$ cat src/rtl/argmax_seq_pkg.sv
// Shared constants and FSM encoding for the argmax classifier stage.
// Layer sizes come from here so the top can be sized at instantiation.
package argmax_seq_pkg;

  // Final-layer neuron count and fixed-point data width
  localparam int NUM_NEURON_LAYER = 10;
  localparam int DATA_WIDTH       = 16;

  typedef enum logic {
    IDLE = 1'b0,
    SCAN = 1'b1
  } state_e;

endpackage

$ cat src/rtl/argmax_seq.sv
// Serial argmax: captures a packed vector, one signed compare per cycle.
// Ports: i_clk, i_rst_n, i_data/i_valid in; o_ready, o_max_idx/val, o_valid out.
module argmax_seq
  import argmax_seq_pkg::*;
#(
  parameter int NUM_INPUT   = NUM_NEURON_LAYER,
  parameter int INPUT_WIDTH = DATA_WIDTH,
  parameter int IDX_WIDTH   = 4
) (
  input  logic                           i_clk,
  input  logic                           i_rst_n,
  input  logic [NUM_INPUT*INPUT_WIDTH-1:0] i_data,
  input  logic                           i_valid,
  output logic                           o_ready,
  output logic [IDX_WIDTH-1:0]           o_max_idx,
  output logic [INPUT_WIDTH-1:0]         o_max_val,
  output logic                           o_valid
);

  localparam logic [IDX_WIDTH-1:0] LAST =
    IDX_WIDTH'(NUM_INPUT - 1);

  state_e r_state;
  state_e w_state_nxt;

  logic [INPUT_WIDTH-1:0] r_buf [NUM_INPUT];
  logic [IDX_WIDTH-1:0]   r_cnt;
  logic [INPUT_WIDTH-1:0] r_max;
  logic [IDX_WIDTH-1:0]   r_idx;
  logic [IDX_WIDTH-1:0]   r_o_idx;
  logic [INPUT_WIDTH-1:0] r_o_val;
  logic                   r_o_valid;

  logic [INPUT_WIDTH-1:0] w_elem;
  logic                   w_gt;
  logic                   w_last;
  logic [INPUT_WIDTH-1:0] w_new_max;
  logic [IDX_WIDTH-1:0]   w_new_idx;

  // Strict greater-than keeps the earlier index on ties
  assign w_elem    = r_buf[r_cnt];
  assign w_gt      = $signed(w_elem) > $signed(r_max);
  assign w_last    = (r_cnt == LAST);
  assign w_new_max = w_gt ? w_elem : r_max;
  assign w_new_idx = w_gt ? r_cnt : r_idx;

  assign o_ready   = (r_state == IDLE);
  assign o_max_idx = r_o_idx;
  assign o_max_val = r_o_val;
  assign o_valid   = r_o_valid;

  always_ff @(posedge i_clk or negedge i_rst_n) begin
    if (!i_rst_n) r_state <= IDLE;
    else          r_state <= w_state_nxt;
  end

  always_comb begin
    w_state_nxt = r_state;
    unique case (r_state)
      IDLE: if (i_valid) w_state_nxt = SCAN;
      SCAN: if (w_last)  w_state_nxt = IDLE;
    endcase
  end

  always_ff @(posedge i_clk or negedge i_rst_n) begin
    if (!i_rst_n) begin
      for (int k = 0; k < NUM_INPUT; k++)
        r_buf[k] <= '0;
      r_cnt     <= '0;
      r_max     <= '0;
      r_idx     <= '0;
      r_o_idx   <= '0;
      r_o_val   <= '0;
      r_o_valid <= 1'b0;
    end else begin
      r_o_valid <= 1'b0;
      unique case (r_state)
        IDLE: begin
          if (i_valid) begin
            for (int k = 0; k < NUM_INPUT; k++)
              r_buf[k] <=
                i_data[k*INPUT_WIDTH +: INPUT_WIDTH];
            r_max <= i_data[INPUT_WIDTH-1:0];
            r_idx <= '0;
            r_cnt <= IDX_WIDTH'(1);
          end
        end
        SCAN: begin
          r_max <= w_new_max;
          r_idx <= w_new_idx;
          r_cnt <= r_cnt + IDX_WIDTH'(1);
          if (w_last) begin
            r_o_val   <= w_new_max;
            r_o_idx   <= w_new_idx;
            r_o_valid <= 1'b1;
            r_cnt     <= '0;
          end
        end
      endcase
    end
  end

endmodule

$ cat config.mk
export PLATFORM = sky130hd
export DESIGN_NAME = argmax_seq
export DESIGN_NICKNAME = d
export VERILOG_FILES = /design/src/rtl/argmax_seq_pkg.sv /design/src/rtl/argmax_seq.sv
export SDC_FILE = /design/constraint.sdc
export NUM_CORES = 1
export LEC_CHECK = 0
export CORE_MARGIN = 2
export CORE_UTILIZATION = 43
export CTS_BUF_LIST = sky130_fd_sc_hd__clkbuf_4
export DETAILED_ROUTE_END_ITERATION = 10
export PLACE_DENSITY = 0.71
export SYNTH_ARGS = -nofsm -noshare
export SYNTH_HDL_FRONTEND = slang
export SYNTH_SLANG_ARGS = --single-unit
$ cat constraint.sdc
create_clock -name i_clk -period 3.2 [get_ports i_clk]
set_input_delay 0.48 -clock i_clk [delete_from_list [all_inputs] [get_ports i_clk]]
set_output_delay 0.48 -clock i_clk [all_outputs]
set_load 0.02 [all_outputs]
==> After elaboration in Yosys (flattened, before gate mapping) <==
Cells that the tools add are included.
{ "word_totals": {"mem_count": 0, "latchBits": 0, "register_bits": 206, "romBits": 0, "input_bits": 163, "mem_bits_rw": 0} }
{ "op_classes": {"addsub": 1, "muxes": 17, "magnitude_cmp": 2, "bitwise_logic": 2, "n_div": 0, "multipliers": 0, "shifts": 0, "reduce_logical": 2, "n_eq_ne": 2} }
{ "op_table": {"columns": ["cell", "count"], "rows": [
  ["binary-select mux 16 bit (select 4 bit)", 1],
  ["two-way mux 16 bit", 4],
  ["case mux 16 bit (2 select lines)", 1],
  ["> comparator 16 bit", 1],
  ["two-way mux 4 bit", 4],
  ["case mux 4 bit (2 select lines)", 2],
  ["greater-or-equal comparator 5 bit, second input constant", 1],
  ["inverter 4 -> 5 bit", 1],
  ["adder 4 x 1 -> 4 bit, second input constant", 1],
  ["equality test 4 bit, second input constant", 1],
  ["two-way mux 1 bit", 4],
  ["AND reduction 2 bit", 2],
  ["inequality test 2 bit, second input constant", 1],
  ["case mux 1 bit (2 select lines)", 1],
  ["inverter 1 bit", 1]
]} }

==> Depth between registers and ports, before layout <==
{ "logic_depth": {"word_depth": 7, "ltp_mapped": 15} }

==> Least setup slack after synthesis <==
Ideal clock, no wire load.
{ "synth_path": {"path_kind": "reg-to-reg", "start": "register r_cnt[0]", "end": "register r_o_idx[0] (netlist: o_max_idx[0])", "stages_incl_launch_ff": 14, "setup_slack_ns": -0.065, "setup_time_ns": 0.125, "synth_period_minus_slack_ns": 3.265, "arrival_ns": 3.140, "path_cell_list": "dfrtp_1 > clkbuf_1 > buf_4 > buf_2 > mux2i_1 > nor2_1 > o31a_1 > ha_1 > a21oi_2 > o211ai_1 > a311o_1 > o31ai_4 > mux2_4 > mux2_4"} }
{ "synth_between": {"elab_chain_cells": 6, "elab_cells_between_ends": 8, "cone_classes": "order compare (1); eq/ne (1); mux (4); bitwise (1); reduce/logical (1)"} }
{ "synth_rtl": {"columns": ["item", "line_no", "rtl"], "rows": [
  ["from (decl)", "argmax_seq.sv:27", "logic [IDX_WIDTH-1:0] r_cnt;"],
  ["from (signal assigned)", "argmax_seq.sv:91", "r_cnt <= r_cnt + IDX_WIDTH'(1);"],
  ["inverter 4 -> 5 bit (implied by the code)", "argmax_seq.sv:41", "assign w_elem = r_buf[r_cnt];"],
  ["binary-select mux 16 bit (select 4 bit)", "argmax_seq.sv:41", null],
  ["two-way mux 16 bit (implied by the code) (2 in a row)", "argmax_seq.sv:41", null],
  ["> comparator 16 bit", "argmax_seq.sv:42", "assign w_gt = $signed(w_elem) > $signed(r_max);"],
  ["two-way mux 4 bit", "argmax_seq.sv:45", "assign w_new_idx = w_gt ? r_cnt : r_idx;"],
  ["to (signal assigned)", "argmax_seq.sv:94", "r_o_idx <= w_new_idx;"],
  ["to (decl)", "argmax_seq.sv:30", "logic [IDX_WIDTH-1:0] r_o_idx;"]
]} }
Parallel ways exist; a longest one is shown, timed or not. The select of a mux whose other input is x is not followed.
A chain may end at the register's enable or synchronous reset.

==> Worst setup path after layout <==
{ "layout_path": {"start": "register r_cnt[3]", "end": "register r_o_idx[0] (netlist: o_max_idx[0])"} }
The elaborated chain is that of the path after synthesis.

==> out/metrics.yaml <==
detailedPlacementHpwl_mm: 21.6
cp-end-kind: "register"
die_area_um2: 24100
io-pin-count: 185
sequential_fraction_of_design_power: 0.322
floorplan.initialDensity: 0.436
slew_violations: 0
h_tree_level_count: 2
remaining_drc_errors: 0
setup_slack_on_the_worst_flop_to_flop_path_ns: -0.21
detailroute.via_count: 8794
timing.clock.skew_ns: 0.0523
leakage_nw: 6.62
total_of_endpoints_with_negative_setup_slack_in_the_final_report: 40
hp-class: "in -> reg"
setup.worst_path.class: "reg -> reg"
antenna_violations_before_repair: 1
placeableCoreArea_um2: 22600
cts_num_sinks: 206
syn_area_um2: 9850
vias_per_cell: 5.26
r2r_cells: 11
worstReg2RegEnd: "o_max_idx[0]"
tritoncts: "yes"
synth_fp_nets: 1306
chipHeight_um: 155
gr-total-overflow: 0
syn_inst: 1125
total_power_mw: 14.9
area_growth_syn_to_layout_pct: 34.8
synth_seq_area_share: 0.524
worst_slew_pin_slew_ns: 0.696
post-route-worst-setup-slack_ns: -0.209
layout.nets: 1531
place.detailed.instances: 1570
power_internal_mw: 8.68
slowest_delay_ns: 0.43
finalHoldViolations: 0
clockRootBuffer: "sky130_fd_sc_hd__clkbuf_4"
timing.hold.worst_path_depth: 3
power.combinational.fraction: 0.519
routed_wirelength_mm: 30.0
async_reset_ff_frac: 1.00
cts-buffers-inserted: 53
drt_iter0_markers: 577
post-route-min-period_ns: 3.41
first_global_vias: 8710
fin_tns_setup_ns: -3.33
setup_repair_after_global_routing_missed_its_margin: "true"
crit_required_ns: 3.72
die_width_um: 155
synth-edff-count: 0
average_wire_per_cell_in_the_routed_design_um: 17.9
kind_of_cell_adding_the_most_delay_to_the_critical_path: "compound AO/OA/AOI/OAI gates"
clock_power_share: 0.159
yosysWarningCount: 0
yosys.cell_types.count: 37
worst-endpoint-arrival_ns: 3.93
grt_start_max_net_pins: 160
cap_violations: 0
violations: "setup timing"
synth-seq-cells: 206
timing.rr.start: "r_cnt[3]"
synth_ff_type: "sky130_fd_sc_hd__dfrtp_1"
start_kind: "register"
grt_first_pass_wirelength_mm: 46.5
total_switching_power_mw: 6.25
clkSlewWorstSetupHoldPaths_ns: 0.07
powerDensity_nw_per_um2: 1130
post_route_cells_drive_above_1_share: 0.127
worst-path-buf-inv: 1
std_cell_rows: 55
fin_cells: 1671
syn-mean-instance-area_um2: 8.75
cp_cell_sequence: "or2_2 -> buf_4 -> o22ai_1 -> o31a_1 -> ha_1 -> nor2b_1 -> o211ai_1 -> a21boi_4 -> o31ai_4 -> mux2_4 -> mux2_4"
clk_path_buf_depth: 3
critical_path_peak_fanout: 13
clk-insertion-delay-late_ns: 0.68
gp_congestion: 0.956
power_switching_share: 0.419
detail-route-antenna-nets: 0
critical-path-slowest-cell: "sky130_fd_sc_hd__or2_2"
portBuffers: 184
maxSlewHeadroom: 0.536
worstHoldStart: "i_data[43]"
n_fill_cell: 2054
run_status: "complete, but fails checks"
track_usage: 0.249
finalCoreUtilization: 0.588
number_of_iterations_in_the_first_detailed_routing_pass: 5
cpMostUsedCell: "sky130_fd_sc_hd__mux2_4"
vdd_ir_drop_max_mv: 0.437
maxClockFrequency_ghz: 0.293
hold_end: "r_buf[123]"
period_share: 1.07
[Yosys cell counts, types with 7 or more instances]
| library cell | n | share of area |
|---|---|---|
| sky130_fd_sc_hd__clkbuf_1 | 55 | 0.021 |
| sky130_fd_sc_hd__o22ai_1 | 23 | 0.015 |
| sky130_fd_sc_hd__ha_1 | 18 | 0.023 |
| sky130_fd_sc_hd__dfrtp_1 | 206 | 0.52 |
| sky130_fd_sc_hd__nand3_1 | 12 | 0.0061 |
| sky130_fd_sc_hd__a21oi_1 | 7 | 0.0036 |
| sky130_fd_sc_hd__mux2i_1 | 81 | 0.082 |
| sky130_fd_sc_hd__o31a_1 | 15 | 0.013 |
| sky130_fd_sc_hd__buf_2 | 7 | 0.0036 |
| sky130_fd_sc_hd__nand2_1 | 533 | 0.20 |
| sky130_fd_sc_hd__nand2b_1 | 8 | 0.0051 |
| sky130_fd_sc_hd__a31oi_1 | 33 | 0.021 |
| sky130_fd_sc_hd__o211a_1 | 9 | 0.0092 |
| sky130_fd_sc_hd__nor2_1 | 39 | 0.015 |
| sky130_fd_sc_hd__inv_1 | 20 | 0.0076 |
| sky130_fd_sc_hd__o221ai_1 | 16 | 0.014 |
[how the worst max path moves through the flow]
stage / start / slack (ns) / cells past startpoint / end
4_1_cts: r_cnt[0] / -0.16 / 13 / o_max_idx[0]
3_5_place_dp: r_cnt[0] / -0.23 / 14 / o_max_idx[1]
3_3_place_gp: r_cnt[0] / -0.15 / 14 / o_max_idx[1]
6_report: r_cnt[3] / -0.21 / 11 / o_max_idx[0]
5_1_grt: r_cnt[0] / -0.28 / 11 / o_max_idx[0]
2_1_floorplan: r_cnt[0] / 0.01 / 13 / o_max_idx[0]
[metrics by stage]
stage / setup slack [ns] / hold WS (ns) / cell area (um^2)
floorplan: 0.0112 / 0.184 / 9850
global placement: -0.149 / 0.457 / 12300
detailed placement: -0.227 / 0.462 / 12300
CTS: -0.165 / 0.278 / 13100
global route: -0.285 / 0.311 / 13300
finish: -0.209 / 0.321 / 13300
[flip-flops by register name, indices dropped and copies added (netlist names)]
| name | count |
|---|---|
| o_max_idx | 4 |
| o_max_val | 16 |
| o_valid | 1 |
| r_buf | 160 |
| r_cnt | 4 |
| r_idx | 4 |
| r_max | 16 |
| r_state | 1 |
[tightest hold or removal path, delay by kind of cell]
family | cells | cell delay (ns)
buffers and inverters | 1 | 0.39
AND/OR/NAND/NOR | 2 | 0.09
[power groups by stage]
stage               logic [mW]  registers, mW  clock network [mW]
finish                    7.75           4.81                2.38
global route              8.42           4.92                2.57
CTS                       7.41           4.76                2.43
detailed placement        7.06           4.76                   0
global placement          6.94           4.76                   0
floorplan                 4.40           4.55                   0
[timing repair]
item | CTS | global route
setup buffers | 5 | 3
pin swaps | 1 | 1
resized for setup | 16 | 17
endpoints found under the hold margin | 82 | 0
cloned | 1 | 0
hold buffers | 1 | 0
endpoints found under the setup margin | 40 | 40
[logic make-up after synthesis]
| group | after synthesis | share of synthesized area |
|---|---|---|
| buffers and inverters | 94 | 0.0402 |
| muxes | 83 | 0.0854 |
| adders and majority gates | 18 | 0.0229 |
| AOI/OAI and AO/OA | 120 | 0.0898 |
| DFF | 206 | 0.524 |
| and+or+nand+nor | 604 | 0.238 |
[cell usage in the layout (no fill, tap or decap), drive strengths merged]
cell type	n
dfrtp	206
a211oi	1
a31oi	33
ha	18
o211a	9
nand3	12
dlygate4sd3	1
a21oi	8
clkdlybuf4s50	183
o31a	16
o221ai	16
bufinv	3
o21ai	6
a21boi	1
nor4	1
o31ai	2
mux2i	81
a311o	1
mux2	2
and4	2
nand3b	1
o22ai	23
a22o	1
diode	1
nand2b	8
o211ai	3
or2	2
nor2	39
nand2	533
clkbuf	77
nand4	2
inv	21
buf	59
nor2b	4
clkinv	10
[final cells by class]
| class | count | area, um^2 | area share |
|---|---|---|---|
| repair buffers | 244 | 2500 | 0.189 |
| flip-flops and latches | 206 | 5160 | 0.389 |
| clock buffers | 76 | 571 | 0.0430 |
| well taps | 285 | 357 | 0.0269 |
| multi-input cells | 825 | 4470 | 0.337 |
| clock inverters | 14 | 133 | 0.00999 |
| diodes | 1 | 2.50 | 0.000189 |
| inverters | 20 | 75.1 | 0.00566 |
[per-layer routing]
layer	global-route usage	up-vias	wire length (um)
met2	0.382	347	13700
met1	0.361	4220	13600
met4	0.0804	0	689
met3	0.0435	53	1970
met5	0	-	0
li1	-	4174	-
(Power assumes the default switching activity.)
